## src/rtl/id_stage_pkg.sv

```systemverilog
// -----------------------------------------------------------------------------
// id_stage_pkg
// Shared decode constants for the RV32I decode stage: opcode and funct
// encodings, the ALU operation encoding carried on out_aluop, immediate
// selector type and the level constants used for illegal / enable flags.
// No ports (package).
// -----------------------------------------------------------------------------
package id_stage_pkg;

    // Major opcodes (inst[6:0]); every legal one ends in 2'b11, so a
    // compressed-style low pair never matches and falls into the illegal arm.
    localparam logic [6:0] OPC_LUI    = 7'b0110111;
    localparam logic [6:0] OPC_AUIPC  = 7'b0010111;
    localparam logic [6:0] OPC_JAL    = 7'b1101111;
    localparam logic [6:0] OPC_JALR   = 7'b1100111;
    localparam logic [6:0] OPC_BRANCH = 7'b1100011;
    localparam logic [6:0] OPC_LOAD   = 7'b0000011;
    localparam logic [6:0] OPC_STORE  = 7'b0100011;
    localparam logic [6:0] OPC_OP_IMM = 7'b0010011;
    localparam logic [6:0] OPC_OP     = 7'b0110011;
    localparam logic [6:0] OPC_FENCE  = 7'b0001111;
    localparam logic [6:0] OPC_SYSTEM = 7'b1110011;

    localparam logic [6:0] F7_BASE   = 7'b0000000;
    localparam logic [6:0] F7_ALT    = 7'b0100000;
    localparam logic [6:0] F7_MULDIV = 7'b0000001;

    localparam logic [31:0] INST_ECALL  = 32'h0000_0073;
    localparam logic [31:0] INST_EBREAK = 32'h0010_0073;

    // ALU funct3 codes
    localparam logic [2:0] F3_ADD_SUB = 3'b000;
    localparam logic [2:0] F3_SLL     = 3'b001;
    localparam logic [2:0] F3_SLT     = 3'b010;
    localparam logic [2:0] F3_SLTU    = 3'b011;
    localparam logic [2:0] F3_XOR     = 3'b100;
    localparam logic [2:0] F3_SR      = 3'b101;
    localparam logic [2:0] F3_OR      = 3'b110;
    localparam logic [2:0] F3_AND     = 3'b111;

    // Memory width codes (passed through on out_funct3)
    localparam logic [2:0] F3_LB  = 3'b000;
    localparam logic [2:0] F3_LH  = 3'b001;
    localparam logic [2:0] F3_LW  = 3'b010;
    localparam logic [2:0] F3_LBU = 3'b100;
    localparam logic [2:0] F3_LHU = 3'b101;

    // Branch condition codes (passed through on out_funct3)
    localparam logic [2:0] F3_BEQ  = 3'b000;
    localparam logic [2:0] F3_BNE  = 3'b001;
    localparam logic [2:0] F3_BLT  = 3'b100;
    localparam logic [2:0] F3_BGE  = 3'b101;
    localparam logic [2:0] F3_BLTU = 3'b110;
    localparam logic [2:0] F3_BGEU = 3'b111;

    localparam logic ILLEGAL = 1'b1;
    localparam logic LEGAL   = 1'b0;
    localparam logic EN      = 1'b1;
    localparam logic DIS     = 1'b0;

    typedef enum logic [3:0] {
        ALU_ADD  = 4'd0,
        ALU_SUB  = 4'd1,
        ALU_SLL  = 4'd2,
        ALU_SLT  = 4'd3,
        ALU_SLTU = 4'd4,
        ALU_XOR  = 4'd5,
        ALU_SRL  = 4'd6,
        ALU_SRA  = 4'd7,
        ALU_OR   = 4'd8,
        ALU_AND  = 4'd9
    } alu_op_e;

    typedef enum logic [2:0] {
        IMM_NONE = 3'd0,
        IMM_I    = 3'd1,
        IMM_S    = 3'd2,
        IMM_B    = 3'd3,
        IMM_U    = 3'd4,
        IMM_J    = 3'd5
    } imm_type_e;

    // ALU op for the funct7=0 form of OP / OP-IMM.
    function automatic alu_op_e alu_base(input logic [2:0] f3);
        case (f3)
            F3_ADD_SUB: alu_base = ALU_ADD;
            F3_SLL:     alu_base = ALU_SLL;
            F3_SLT:     alu_base = ALU_SLT;
            F3_SLTU:    alu_base = ALU_SLTU;
            F3_XOR:     alu_base = ALU_XOR;
            F3_SR:      alu_base = ALU_SRL;
            F3_OR:      alu_base = ALU_OR;
            default:    alu_base = ALU_AND;
        endcase
    endfunction

endpackage

```

## src/rtl/id_imm_gen.sv

```systemverilog
// -----------------------------------------------------------------------------
// id_imm_gen
// Combinational immediate generator: builds the sign-extended I/S/B/U/J
// immediate from the instruction word.
// Ports:
//   inst_i      instruction bits [31:7] (opcode bits are not needed here)
//   imm_type_i  immediate format selector
//   imm_o       XLEN-wide sign-extended immediate (0 for IMM_NONE)
// -----------------------------------------------------------------------------
module id_imm_gen
    import id_stage_pkg::*;
#(
    parameter int XLEN = 32
) (
    input  logic [31:7]     inst_i,
    input  imm_type_e       imm_type_i,
    output logic [XLEN-1:0] imm_o
);

    always_comb begin
        imm_o = '0;
        case (imm_type_i)
            IMM_I: imm_o = XLEN'($signed(inst_i[31:20]));
            IMM_S: imm_o = XLEN'($signed({inst_i[31:25], inst_i[11:7]}));
            IMM_B: imm_o = XLEN'($signed({inst_i[31], inst_i[7], inst_i[30:25],
                                          inst_i[11:8], 1'b0}));
            IMM_U: imm_o = XLEN'($signed({inst_i[31:12], 12'b0}));
            IMM_J: imm_o = XLEN'($signed({inst_i[31], inst_i[19:12], inst_i[20],
                                          inst_i[30:21], 1'b0}));
            default: imm_o = '0;
        endcase
    end

endmodule

```

## src/rtl/id_stage.sv

```systemverilog
// -----------------------------------------------------------------------------
// id_stage
// RV32I decode stage between IF/ID and ID/EX. Decodes in_inst, drives the
// synchronous regfile read ports, and registers the decoded control into a
// single output slot whose operands come straight from the regfile data
// (the regfile captures on the same edge that loads the slot). Stalls one
// cycle on a load-use dependency against its own slot; flush kills both the
// slot and the incoming instruction.
// Optional build macro: ID_STAGE_MEXT_EN adds RV32M decode and out_is_muldiv.
// Ports:
//   clk, rst (sync, active-high), flush
//   in_valid/in_ready/in_inst/in_pc          upstream handshake
//   re1/re2/raddr1/raddr2, rdata1/rdata2     regfile read ports
//   out_valid/out_ready and out_* fields     ID/EX slot
// -----------------------------------------------------------------------------
module id_stage
    import id_stage_pkg::*;
#(
    parameter int XLEN    = 32,
    parameter int REG_AW  = 5,
    parameter int ALUOP_W = 4
) (
    input  logic               clk,
    input  logic               rst,
    input  logic               flush,
    input  logic               in_valid,
    output logic               in_ready,
    input  logic [31:0]        in_inst,
    input  logic [XLEN-1:0]    in_pc,
    output logic               re1,
    output logic               re2,
    output logic [REG_AW-1:0]  raddr1,
    output logic [REG_AW-1:0]  raddr2,
    input  logic [XLEN-1:0]    rdata1,
    input  logic [XLEN-1:0]    rdata2,
    output logic               out_valid,
    input  logic               out_ready,
    output logic [XLEN-1:0]    out_pc,
    output logic [REG_AW-1:0]  out_rs1,
    output logic [REG_AW-1:0]  out_rs2,
    output logic [REG_AW-1:0]  out_rd,
    output logic               out_rd_we,
    output logic [ALUOP_W-1:0] out_aluop,
    output logic [XLEN-1:0]    out_imm,
    output logic               out_use_imm,
    output logic [XLEN-1:0]    out_op1,
    output logic [XLEN-1:0]    out_op2,
    output logic               out_is_load,
    output logic               out_is_store,
    output logic               out_is_branch,
    output logic               out_is_jump,
    output logic [2:0]         out_funct3,
`ifdef ID_STAGE_MEXT_EN
    output logic               out_is_muldiv,
`endif
    output logic               out_illegal
);

    logic [6:0]        opcode;
    logic [2:0]        funct3;
    logic [6:0]        funct7;
    logic [REG_AW-1:0] rs1_d, rs2_d, rd_d;

    assign opcode = in_inst[6:0];
    assign funct3 = in_inst[14:12];
    assign funct7 = in_inst[31:25];
    assign rd_d   = REG_AW'(in_inst[11:7]);
    assign rs1_d  = REG_AW'(in_inst[19:15]);
    assign rs2_d  = REG_AW'(in_inst[24:20]);

    logic            rs1_used_d, rs2_used_d, rd_we_d, use_imm_d;
    logic            is_load_d, is_store_d, is_branch_d, is_jump_d, illegal_d;
    logic [3:0]      aluop_d;
    imm_type_e       imm_type_d;
    logic [XLEN-1:0] imm_d;
`ifdef ID_STAGE_MEXT_EN
    logic            is_muldiv_d;
`endif

    always_comb begin
        rs1_used_d  = DIS;
        rs2_used_d  = DIS;
        rd_we_d     = DIS;
        use_imm_d   = DIS;
        is_load_d   = 1'b0;
        is_store_d  = 1'b0;
        is_branch_d = 1'b0;
        is_jump_d   = 1'b0;
        illegal_d   = LEGAL;
        aluop_d     = ALU_ADD;
        imm_type_d  = IMM_NONE;
`ifdef ID_STAGE_MEXT_EN
        is_muldiv_d = 1'b0;
`endif
        case (opcode)
            OPC_LUI, OPC_AUIPC: begin
                rd_we_d    = EN;
                use_imm_d  = EN;
                imm_type_d = IMM_U;
            end
            OPC_JAL: begin
                is_jump_d  = 1'b1;
                rd_we_d    = EN;
                use_imm_d  = EN;
                imm_type_d = IMM_J;
            end
            OPC_JALR: begin
                is_jump_d  = 1'b1;
                rs1_used_d = EN;
                rd_we_d    = EN;
                use_imm_d  = EN;
                imm_type_d = IMM_I;
            end
            OPC_BRANCH: begin
                is_branch_d = 1'b1;
                rs1_used_d  = EN;
                rs2_used_d  = EN;
                imm_type_d  = IMM_B;
                aluop_d     = ALU_SUB;
            end
            OPC_LOAD: begin
                is_load_d  = 1'b1;
                rs1_used_d = EN;
                rd_we_d    = EN;
                use_imm_d  = EN;
                imm_type_d = IMM_I;
            end
            OPC_STORE: begin
                is_store_d = 1'b1;
                rs1_used_d = EN;
                rs2_used_d = EN;
                use_imm_d  = EN;
                imm_type_d = IMM_S;
            end
            OPC_OP_IMM: begin
                rs1_used_d = EN;
                rd_we_d    = EN;
                use_imm_d  = EN;
                imm_type_d = IMM_I;
                aluop_d    = alu_base(funct3);
                // Shift-immediates reuse imm[11:5] as a funct7 that must be valid.
                if (funct3 == F3_SLL && funct7 != F7_BASE) begin
                    illegal_d = ILLEGAL;
                end
                if (funct3 == F3_SR) begin
                    if (funct7 == F7_ALT) begin
                        aluop_d = ALU_SRA;
                    end else if (funct7 != F7_BASE) begin
                        illegal_d = ILLEGAL;
                    end
                end
            end
            OPC_OP: begin
                rs1_used_d = EN;
                rs2_used_d = EN;
                rd_we_d    = EN;
                if (funct7 == F7_BASE) begin
                    aluop_d = alu_base(funct3);
                end else if (funct7 == F7_ALT && funct3 == F3_ADD_SUB) begin
                    aluop_d = ALU_SUB;
                end else if (funct7 == F7_ALT && funct3 == F3_SR) begin
                    aluop_d = ALU_SRA;
`ifdef ID_STAGE_MEXT_EN
                end else if (funct7 == F7_MULDIV) begin
                    is_muldiv_d = 1'b1;
                    aluop_d     = {1'b0, funct3};
`endif
                end else begin
                    illegal_d = ILLEGAL;
                end
            end
            OPC_FENCE: begin
                // No memory ordering to enforce in this pipeline: plain NOP.
                aluop_d = ALU_ADD;
            end
            OPC_SYSTEM: begin
                if (in_inst != INST_ECALL && in_inst != INST_EBREAK) begin
                    illegal_d = ILLEGAL;
                end
            end
            default: illegal_d = ILLEGAL;
        endcase

        // An illegal word must not write, read or look like any class.
        if (illegal_d == ILLEGAL) begin
            rd_we_d     = DIS;
            rs1_used_d  = DIS;
            rs2_used_d  = DIS;
            use_imm_d   = DIS;
            is_load_d   = 1'b0;
            is_store_d  = 1'b0;
            is_branch_d = 1'b0;
            is_jump_d   = 1'b0;
            aluop_d     = ALU_ADD;
            imm_type_d  = IMM_NONE;
        end
        if (rd_d == '0) begin
            rd_we_d = DIS;
        end
    end

    id_imm_gen #(.XLEN(XLEN)) u_imm_gen (
        .inst_i     (in_inst[31:7]),
        .imm_type_i (imm_type_d),
        .imm_o      (imm_d)
    );

    logic               out_valid_q, out_rd_we_q, out_use_imm_q;
    logic               out_is_load_q, out_is_store_q, out_is_branch_q, out_is_jump_q;
    logic               out_illegal_q, rs1_used_q, rs2_used_q;
    logic [XLEN-1:0]    out_pc_q, out_imm_q;
    logic [REG_AW-1:0]  out_rs1_q, out_rs2_q, out_rd_q;
    logic [ALUOP_W-1:0] out_aluop_q;
    logic [2:0]         out_funct3_q;
`ifdef ID_STAGE_MEXT_EN
    logic               out_is_muldiv_q;
`endif

    logic hazard, accept;

    // x0 as a load target carries no data, so it never creates a dependency.
    assign hazard = out_valid_q && out_is_load_q && (out_rd_q != '0) &&
                    ((rs1_used_d && rs1_d == out_rd_q) ||
                     (rs2_used_d && rs2_d == out_rd_q));

    assign in_ready = !flush && !hazard && (!out_valid_q || out_ready);
    assign accept   = in_valid && in_ready;
    assign re1      = accept && rs1_used_d;
    assign re2      = accept && rs2_used_d;
    assign raddr1   = rs1_d;
    assign raddr2   = rs2_d;

    always_ff @(posedge clk) begin
        if (rst) begin
            out_valid_q     <= 1'b0;
            out_pc_q        <= '0;
            out_rs1_q       <= '0;
            out_rs2_q       <= '0;
            out_rd_q        <= '0;
            out_rd_we_q     <= 1'b0;
            out_aluop_q     <= '0;
            out_imm_q       <= '0;
            out_use_imm_q   <= 1'b0;
            out_is_load_q   <= 1'b0;
            out_is_store_q  <= 1'b0;
            out_is_branch_q <= 1'b0;
            out_is_jump_q   <= 1'b0;
            out_funct3_q    <= '0;
            out_illegal_q   <= 1'b0;
            rs1_used_q      <= 1'b0;
            rs2_used_q      <= 1'b0;
`ifdef ID_STAGE_MEXT_EN
            out_is_muldiv_q <= 1'b0;
`endif
        end else if (flush) begin
            out_valid_q <= 1'b0;
        end else if (accept) begin
            out_valid_q     <= 1'b1;
            out_pc_q        <= in_pc;
            out_rs1_q       <= rs1_d;
            out_rs2_q       <= rs2_d;
            out_rd_q        <= rd_d;
            out_rd_we_q     <= rd_we_d;
            out_aluop_q     <= ALUOP_W'(aluop_d);
            out_imm_q       <= imm_d;
            out_use_imm_q   <= use_imm_d;
            out_is_load_q   <= is_load_d;
            out_is_store_q  <= is_store_d;
            out_is_branch_q <= is_branch_d;
            out_is_jump_q   <= is_jump_d;
            out_funct3_q    <= funct3;
            out_illegal_q   <= illegal_d;
            rs1_used_q      <= rs1_used_d;
            rs2_used_q      <= rs2_used_d;
`ifdef ID_STAGE_MEXT_EN
            out_is_muldiv_q <= is_muldiv_d;
`endif
        end else if (out_ready || !out_valid_q) begin
            out_valid_q <= 1'b0;
        end
    end

    assign out_valid     = out_valid_q;
    assign out_pc        = out_pc_q;
    assign out_rs1       = out_rs1_q;
    assign out_rs2       = out_rs2_q;
    assign out_rd        = out_rd_q;
    assign out_rd_we     = out_rd_we_q;
    assign out_aluop     = out_aluop_q;
    assign out_imm       = out_imm_q;
    assign out_use_imm   = out_use_imm_q;
    assign out_is_load   = out_is_load_q;
    assign out_is_store  = out_is_store_q;
    assign out_is_branch = out_is_branch_q;
    assign out_is_jump   = out_is_jump_q;
    assign out_funct3    = out_funct3_q;
    assign out_illegal   = out_illegal_q;
`ifdef ID_STAGE_MEXT_EN
    assign out_is_muldiv = out_is_muldiv_q;
`endif
    // Regfile holds its data while re is low, so these stay stable under stall.
    assign out_op1 = rs1_used_q ? rdata1 : '0;
    assign out_op2 = rs2_used_q ? rdata2 : '0;

endmodule

```

## config.mk

```make
export PLATFORM = sky130hd
export DESIGN_NAME = id_stage
export DESIGN_NICKNAME = d
export VERILOG_FILES = /design/src/rtl/id_stage_pkg.sv /design/src/rtl/id_imm_gen.sv /design/src/rtl/id_stage.sv
export SDC_FILE = /design/constraint.sdc
export NUM_CORES = 1
export LEC_CHECK = 0
export BUFFER_PORTS_ARGS = -buffer_cell sky130_fd_sc_hd__buf_2
export CORE_AREA = 3 3 116 118
export CTS_BUF_LIST = sky130_fd_sc_hd__clkbuf_8
export CTS_CLUSTER_DIAMETER = 30
export DETAILED_ROUTE_END_ITERATION = 8
export DIE_AREA = 0 0 119 121
export GPL_TIMING_DRIVEN = 0
export PLACE_DENSITY = 0.81
export SYNTH_ARGS = -nofsm -noshare
export SYNTH_HDL_FRONTEND = slang
export SYNTH_HIERARCHICAL = 1
export SYNTH_SLANG_ARGS = --single-unit
```

## constraint.sdc

```tcl
create_clock -name clk -period 7.6 [get_ports clk]
set_clock_uncertainty 0.2 [all_clocks]
set_input_delay 1.52 -clock clk [delete_from_list [all_inputs] [get_ports clk]]
set_output_delay 1.52 -clock clk [all_outputs]
set_load 0.03 [all_outputs]
```

**After elaboration in Yosys (flattened, before gate mapping)**

Cells that the tools add are included.

- Register bits: 96
- Input bits: 133
- Logic and storage cells: 121
- Output and inout bits: 171

- Equality and inequality tests: 27
- Bitwise operators: 1
- Mux-type cells: 41
- Reduce and logical (&&, ||, !) cells: 35

Operators by type and width:

| operator | number |
|---|---|
| 32-bit one-hot mux with 5 select lines | 1 |
| 32-bit 2-to-1 mux | 2 |
| 32-bit by 21-bit inequality test with 1-bit output, second input constant | 1 |
| 32-bit by 7-bit inequality test with 1-bit output, second input constant | 1 |
| 7-bit by 6-bit == test with 1-bit output, second input constant | 4 |
| 7-bit == test, second input constant | 4 |
| 4-bit one-hot mux with 7 select lines | 1 |
| 1-bit 2-to-1 mux | 27 |
| 4-bit 2-to-1 mux | 4 |
| 3-bit == test, second input constant | 5 |
| 3-bit one-hot mux with 5 select lines | 1 |
| 7-bit by 5-bit == test with 1-bit output, second input constant | 2 |
| 1-bit logical AND | 14 |
| 7-bit OR reduction | 2 |
| 3-bit by 2-bit == test with 1-bit output, second input constant | 4 |
| 4-bit one-hot mux with 3 select lines | 1 |
| 5-bit == test | 2 |
| 3-bit 2-to-1 mux | 3 |
| 8-bit OR reduction | 1 |
| 7-bit by 2-bit == test with 1-bit output, second input constant | 1 |
| 7-bit by 4-bit == test with 1-bit output, second input constant | 1 |
| 7-bit zero test | 1 |
| 7-bit nonzero test | 1 |
| 3-bit by 1-bit == test with 1-bit output, second input constant | 2 |
| 12 further kinds | 18 |

**Depth between registers and ports, before layout**

- Depth in word-level cells: 16
- Mapped depth: 14
- Depth with buffers taken out: 10

**Cells and area by module**

The synthesis kept the hierarchy.

Modules (own cells, without submodules):

| module | instances | cells each | area an instance (um^2) |
|---|---|---|---|
| id_stage | 1 | 612 | 5439.0 |
| id_imm_gen | 1 | 66 | 390.4 |

**Worst setup path after synthesis**

OpenSTA, ideal clock, no wires.

- Path type: input-to-output
- Start point: in in_inst[12]
- End point: out re1
- Cell stages on the path: 7
- Setup slack: 2422 ps
- Arrival time: 3458 ps
- Cell sequence: buf_6 > or4_4 > nor4_2 > a31oi_1 > nor4_2 > nand3_1 > nor2_1

- Cells in the longest elaborated chain, start to end: 16
- Elaborated cells on any way between the ends: 29
- Classes of those cells: eq/ne: 4; mux: 11; reduce/logical: 14

RTL lines:

| what | line | source |
|---|---|---|
| start: declaration | id_stage.sv:28 | `input logic [31:0] in_inst,` |
| 3-bit by 1-bit == test with 1-bit output | id_stage.sv:142 | `if (funct3 == F3_SLL && funct7 != F7_BASE) begin` |
| 1-bit logical AND | id_stage.sv:142 |  |
| 1-bit 2-to-1 mux | id_stage.sv:142 |  |
| 1-bit 2-to-1 mux | id_stage.sv:148 | `end else if (funct7 != F7_BASE) begin` |
| 1-bit 2-to-1 mux | id_stage.sv:146 | `if (funct7 == F7_ALT) begin` |
| 1-bit 2-to-1 mux | id_stage.sv:145 | `if (funct3 == F3_SR) begin` |
| 1-bit one-hot mux with 4 select lines * | id_stage.sv:95 | `case (opcode)` |
| 1-bit 2-to-1 mux | id_stage.sv:185 | `if (illegal_d == ILLEGAL) begin` |
| 1-bit logical AND, on equally long branches | id_stage.sv:223, id_stage.sv:224 |  |
| 1-bit logical OR | id_stage.sv:223 | `((rs1_used_d && rs1_d == out_rd_q) \|\|` |
| 1-bit logical AND | id_stage.sv:222 | `assign hazard = out_valid_q && out_is_load_q && (out_rd_q != '0) &&` |
| 1-bit zero test | id_stage.sv:226 | `assign in_ready = !flush && !hazard && (!out_valid_q \|\| out_ready);` |
| 1-bit logical AND (2 in a row) | id_stage.sv:226 |  |
| 1-bit logical AND | id_stage.sv:227 | `assign accept = in_valid && in_ready;` |
| 1-bit logical AND * | id_stage.sv:228 | `assign re1 = accept && rs1_used_d;` |
| end: declaration | id_stage.sv:30 | `output logic re1,` |

Every way passes the cells marked *; elsewhere a longest branch is shown, timed or not.

**Final worst setup path**

Same ends and word-level chain as after synthesis.

==> summary.json <==
{
  "die_height": {"value": 121, "unit": "um"},
  "fill_cells": {"value": 1121},
  "timing.reg2reg.worst_path_depth": {"value": 8},
  "placed_area": {"value": 0.00755, "unit": "mm^2"},
  "ys.flop_type": {"value": "dfxtp_1"},
  "design_internal_power": {"value": 0.779, "unit": "mW"},
  "yosysTopAreaCell": {"value": "dfxtp_1"},
  "netlist.area_leader.share": {"value": 33.0, "unit": "%"},
  "finalPower": {"value": 1.10, "unit": "mW"},
  "tightestPinTransition": {"value": 0.678, "unit": "ns"},
  "synthesis.instances": {"value": 678},
  "yosysSeqAreaShare": {"value": 33.0, "unit": "%"},
  "layout-area-overhead-vs-synth": {"value": 33.1, "unit": "%"},
  "relSlewSlack": {"value": 54.6, "unit": "%"},
  "antenna_violating_nets_post_route": {"value": 0},
  "synth_async_sr_flop_share": {"value": 0, "unit": "%"},
  "layout_setup_ws": {"value": 2.15, "unit": "ns"},
  "setup_viol": {"value": 0},
  "grt_pass1_wl": {"value": 27900, "unit": "um"},
  "syn-cell-area": {"value": 0.00583, "unit": "mm^2"},
  "initialDrtViolationCount": {"value": 268},
  "layout.cells.most_common_list": {"value": "310 x buf_2, 175 x nand2b_1, 96 x dfxtp_1, 92 x mux2i_1, 71 x and2_1"},
  "dp.final_hpwl": {"value": 14400, "unit": "um"},
  "placement_rows": {"value": 41},
  "antenna_found_initial": {"value": 2},
  "worst_r2r_endpoint": {"value": "out_pc[14]$_SDFFE_PP0P_"},
  "floorplan.io_pins": {"value": 304},
  "htree_num_levels": {"value": 3},
  "avgRoutedWirePerCell": {"value": 15.5, "unit": "um"},
  "irDropWorstVdd": {"value": 0.0831, "unit": "mV"},
  "grt_max_degree": {"value": 16},
  "floorplan.die_area": {"value": 0.0144, "unit": "mm^2"},
  "synthesis.nets": {"value": 811},
  "post_cts_hold_buffer_count": {"value": 0},
  "setup.worst_path.start": {"value": "in_inst[12]"},
  "post_cts.resized_instances": {"value": 0},
  "cts_post_setup_buffers_inserted": {"value": 0},
  "critical_path_peak_fanout": {"value": 10},
  "first_global_vias": {"value": 5373},
  "tritoncts.num_buffers": {"value": 9},
  "final_hold_viol_count": {"value": 0},
  "clock_tree_from_tritoncts": {"value": "yes"},
  "number_of_enable_flip_flop_cells_after_synthesis": {"value": 0},
  "track_usage": {"value": 24.0, "unit": "%"},
  "worstHoldPathType": {"value": "flip-flop to flip-flop"},
  "leakagePower": {"value": 3.77, "unit": "nW"},
  "worstSetupEndpointType": {"value": "primary output"},
  "critical-path-top-delay-family": {"value": "simple AND/OR/NAND/NOR gates"},
  "worstPathBufferInverterCount": {"value": 3},
  "number_of_distinct_standard_cells_referenced_by_the_synthesized_netlist": {"value": 59},
  "core-area": {"value": 0.0126, "unit": "mm^2"},
  "die_w": {"value": 119, "unit": "um"},
  "status": {"value": "finished, final reports clean"},
  "synth.ff_latch_count": {"value": 96},
  "ys_top_cells_by_area": {"value": "dfxtp_1 33%, nand2b_1 19%, mux2i_1 16%, and2_1 7.6%, clkbuf_1 2.3%"},
  "insertion_delay_to_the_later_sink_of_the_worst_skew_pair": {"value": 0.37, "unit": "ns"},
  "final_nets": {"value": 1122},
  "route.detailed.drc": {"value": 0},
  "number_of_synthesis_warnings": {"value": 6},
  "worstPathArrival": {"value": 3.73, "unit": "ns"},
  "fin_crit_sh": {"value": 71.8, "unit": "%"},
  "power.share.combinational": {"value": 19.7, "unit": "%"},
  "post-place-cells": {"value": 1150},
  "crit_path_start_kind": {"value": "input port"},
  "detailedRoute.firstPassIterationCount": {"value": 5},
  "rrSetupSlack": {"value": 4.82, "unit": "ns"},
  "overflow": {"value": 0},
  "crit_path_max_incr_delay": {"value": 0.56, "unit": "ns"},
  "finish.instance_area": {"value": 0.00776, "unit": "mm^2"},
  "finalMaxSlewViolations": {"value": 0},
  "dpl_ws": {"value": 2.14, "unit": "ns"},
  "routed_via_count": {"value": 5731},
  "final_critical_delay_including_setup_and_external_delays": {"value": 5.45, "unit": "ns"},
  "post_drt_via_cell_ratio": {"value": 4.91},
  "final_hold_slack": {"value": 0.273, "unit": "ns"},
  "gp_congestion": {"value": 0.903},
  "finish.utilization": {"value": 61.7, "unit": "%"},
  "data_required_time_at_the_worst_endpoint": {"value": 5.88, "unit": "ns"},
  "cts.reportedPaths.clkPinSlew": {"value": 0.09, "unit": "ns"},
  "share_seq_of_total_power": {"value": 48.1, "unit": "%"},
  "post_synth.cell_area_avg": {"value": 8.60, "unit": "um^2"},
  "power.clock.fraction": {"value": 32.2, "unit": "%"},
  "portBuffers": {"value": 300},
  "powerDensity": {"value": 141, "unit": "mW/mm^2"},
  "most_common_cell_after_layout_fill_and_taps_aside": {"value": "buf_2"},
  "fmax": {"value": 183, "unit": "MHz"},
  "clkSinkCount": {"value": 96},
  "post_route_cells_drive_above_1_share": {"value": 35.3, "unit": "%"},
  "grt_setup_unrepaired": {"value": "no"},
  "maxcap_viol_count": {"value": 0},
  "final-instance-count-excl-fill": {"value": 1168},
  "setup_total_negative_slack": {"value": 0, "unit": "ns"},
  "cts_root_buffer": {"value": "clkbuf_8"},
  "criticalPathCategory": {"value": "input port to primary output"},
  "clock_tree.buffer_depth": {"value": 2},
  "timing.rr.start": {"value": "out_rd[0]$_SDFFE_PP0P_"},
  "path_cells": {"value": "buf_2 > buf_6 > or4_4 > nor4_2 > a31oi_1 > nor4_2 > nand3_1 > nor2_1 > buf_2"},
  "cp-endpoint": {"value": "re1"},
  "finalWirelength": {"value": 18100, "unit": "um"},
  "crit_path_top_delay_cell": {"value": "nor4_2"},
  "swShare": {"value": 28.9, "unit": "%"},
  "initial_utilization": {"value": 46.4, "unit": "%"},
  "path_depth": {"value": 9},
  "power.switching": {"value": 0.316, "unit": "mW"}
}
-- logic make-up after synthesis --
logic type / Yosys count / share of synthesized area [%]
compound gates: 64 / 7.34
xor+xnor: 13 / 1.95
buf+inv: 66 / 5.69
flops: 96 / 33.0
mux: 95 / 16.4
simple gates: 344 / 35.7
-- power groups by stage --
stage	Clock [mW]	Combinational [mW]	Sequential [mW]
CTS	0.359	0.216	0.527
global placement	0	0.213	0.538
global route	0.381	0.233	0.529
floorplan	0	0.103	0.568
finish	0.353	0.216	0.527
detailed placement	0	0.215	0.539
-- worst min-delay path: stages, from the launching register on --
cell and delay (ns):
dfxtp_1 0.32, nand2b_1 0.06, mux2i_1 0.05
-- per-layer routing --
| layer | track usage, % | routed length, um | up-vias |
|---|---|---|---|
| li1 | - | - | 2851 |
| met1 | 30.3 | 7740 | 2644 |
| met2 | 40.2 | 8820 | 209 |
| met3 | 6.20 | 1270 | 27 |
| met4 | 7.53 | 299 | 0 |
| met5 | 0 | 0 | - |
-- registers in the layout, indices dropped and copies added (netlist names) --
name and count:
out_imm 32, out_is_store 1, out_rs2 5, out_funct3 3, out_use_imm 1, out_illegal 1
out_rs1 5, out_pc 32, rs2_used_q 1, rs1_used_q 1, out_rd_we 1, out_is_load 1
out_is_jump 1, out_valid 1, out_rd 5, out_is_branch 1, out_aluop 4
-- area by class of cell --
cell class / instances / area, um^2 / share of cell area [%]
multi-input combinational: 516 / 3580 / 46.1
antenna: 2 / 5.00 / 0.0645
sequential: 96 / 1920 / 24.8
tap: 172 / 215 / 2.77
timing repair buffer: 300 / 1500 / 19.4
clock buffer: 11 / 151 / 1.95
buffer: 63 / 320 / 4.13
clock inverter: 5 / 55.1 / 0.710
inverter: 3 / 11.3 / 0.145
-- how the worst min path moves through the flow --
| stage | start | end | slack [ns] | cells after the start |
|---|---|---|---|---|
| global route | out_aluop[0]$_SDFFE_PP0P_ | out_aluop[0]$_SDFFE_PP0P_ | 0.30 | 2 |
| detailed placement | out_rs2[0]$_SDFFE_PP0P_ | out_rs2[0]$_SDFFE_PP0P_ | 0.26 | 2 |
| floorplan | rs2_used_q$_SDFFE_PP0P_ | rs2_used_q$_SDFFE_PP0P_ | 0.29 | 2 |
| finish | out_pc[21]$_SDFFE_PP0P_ | out_pc[21]$_SDFFE_PP0P_ | 0.27 | 2 |
| CTS | out_rs1[1]$_SDFFE_PP0P_ | out_rs1[1]$_SDFFE_PP0P_ | 0.27 | 2 |
| global placement | out_pc[17]$_SDFFE_PP0P_ | out_pc[17]$_SDFFE_PP0P_ | 0.26 | 2 |
-- cells in the mapped netlist, types with 7 or more instances --
master / count
buf_2: 10
nand2_1: 31
dfxtp_1: 96
and2_1: 71
nand2b_1: 175
buf_4: 13
nand3_1: 7
mux2i_1: 92
a21o_1: 8
o21ai_0: 17
nor2_1: 20
clkbuf_1: 36
xnor2_1: 7
a21oi_1: 10
nor2b_1: 8
Note: power is estimated with default switching activity, not from simulation.
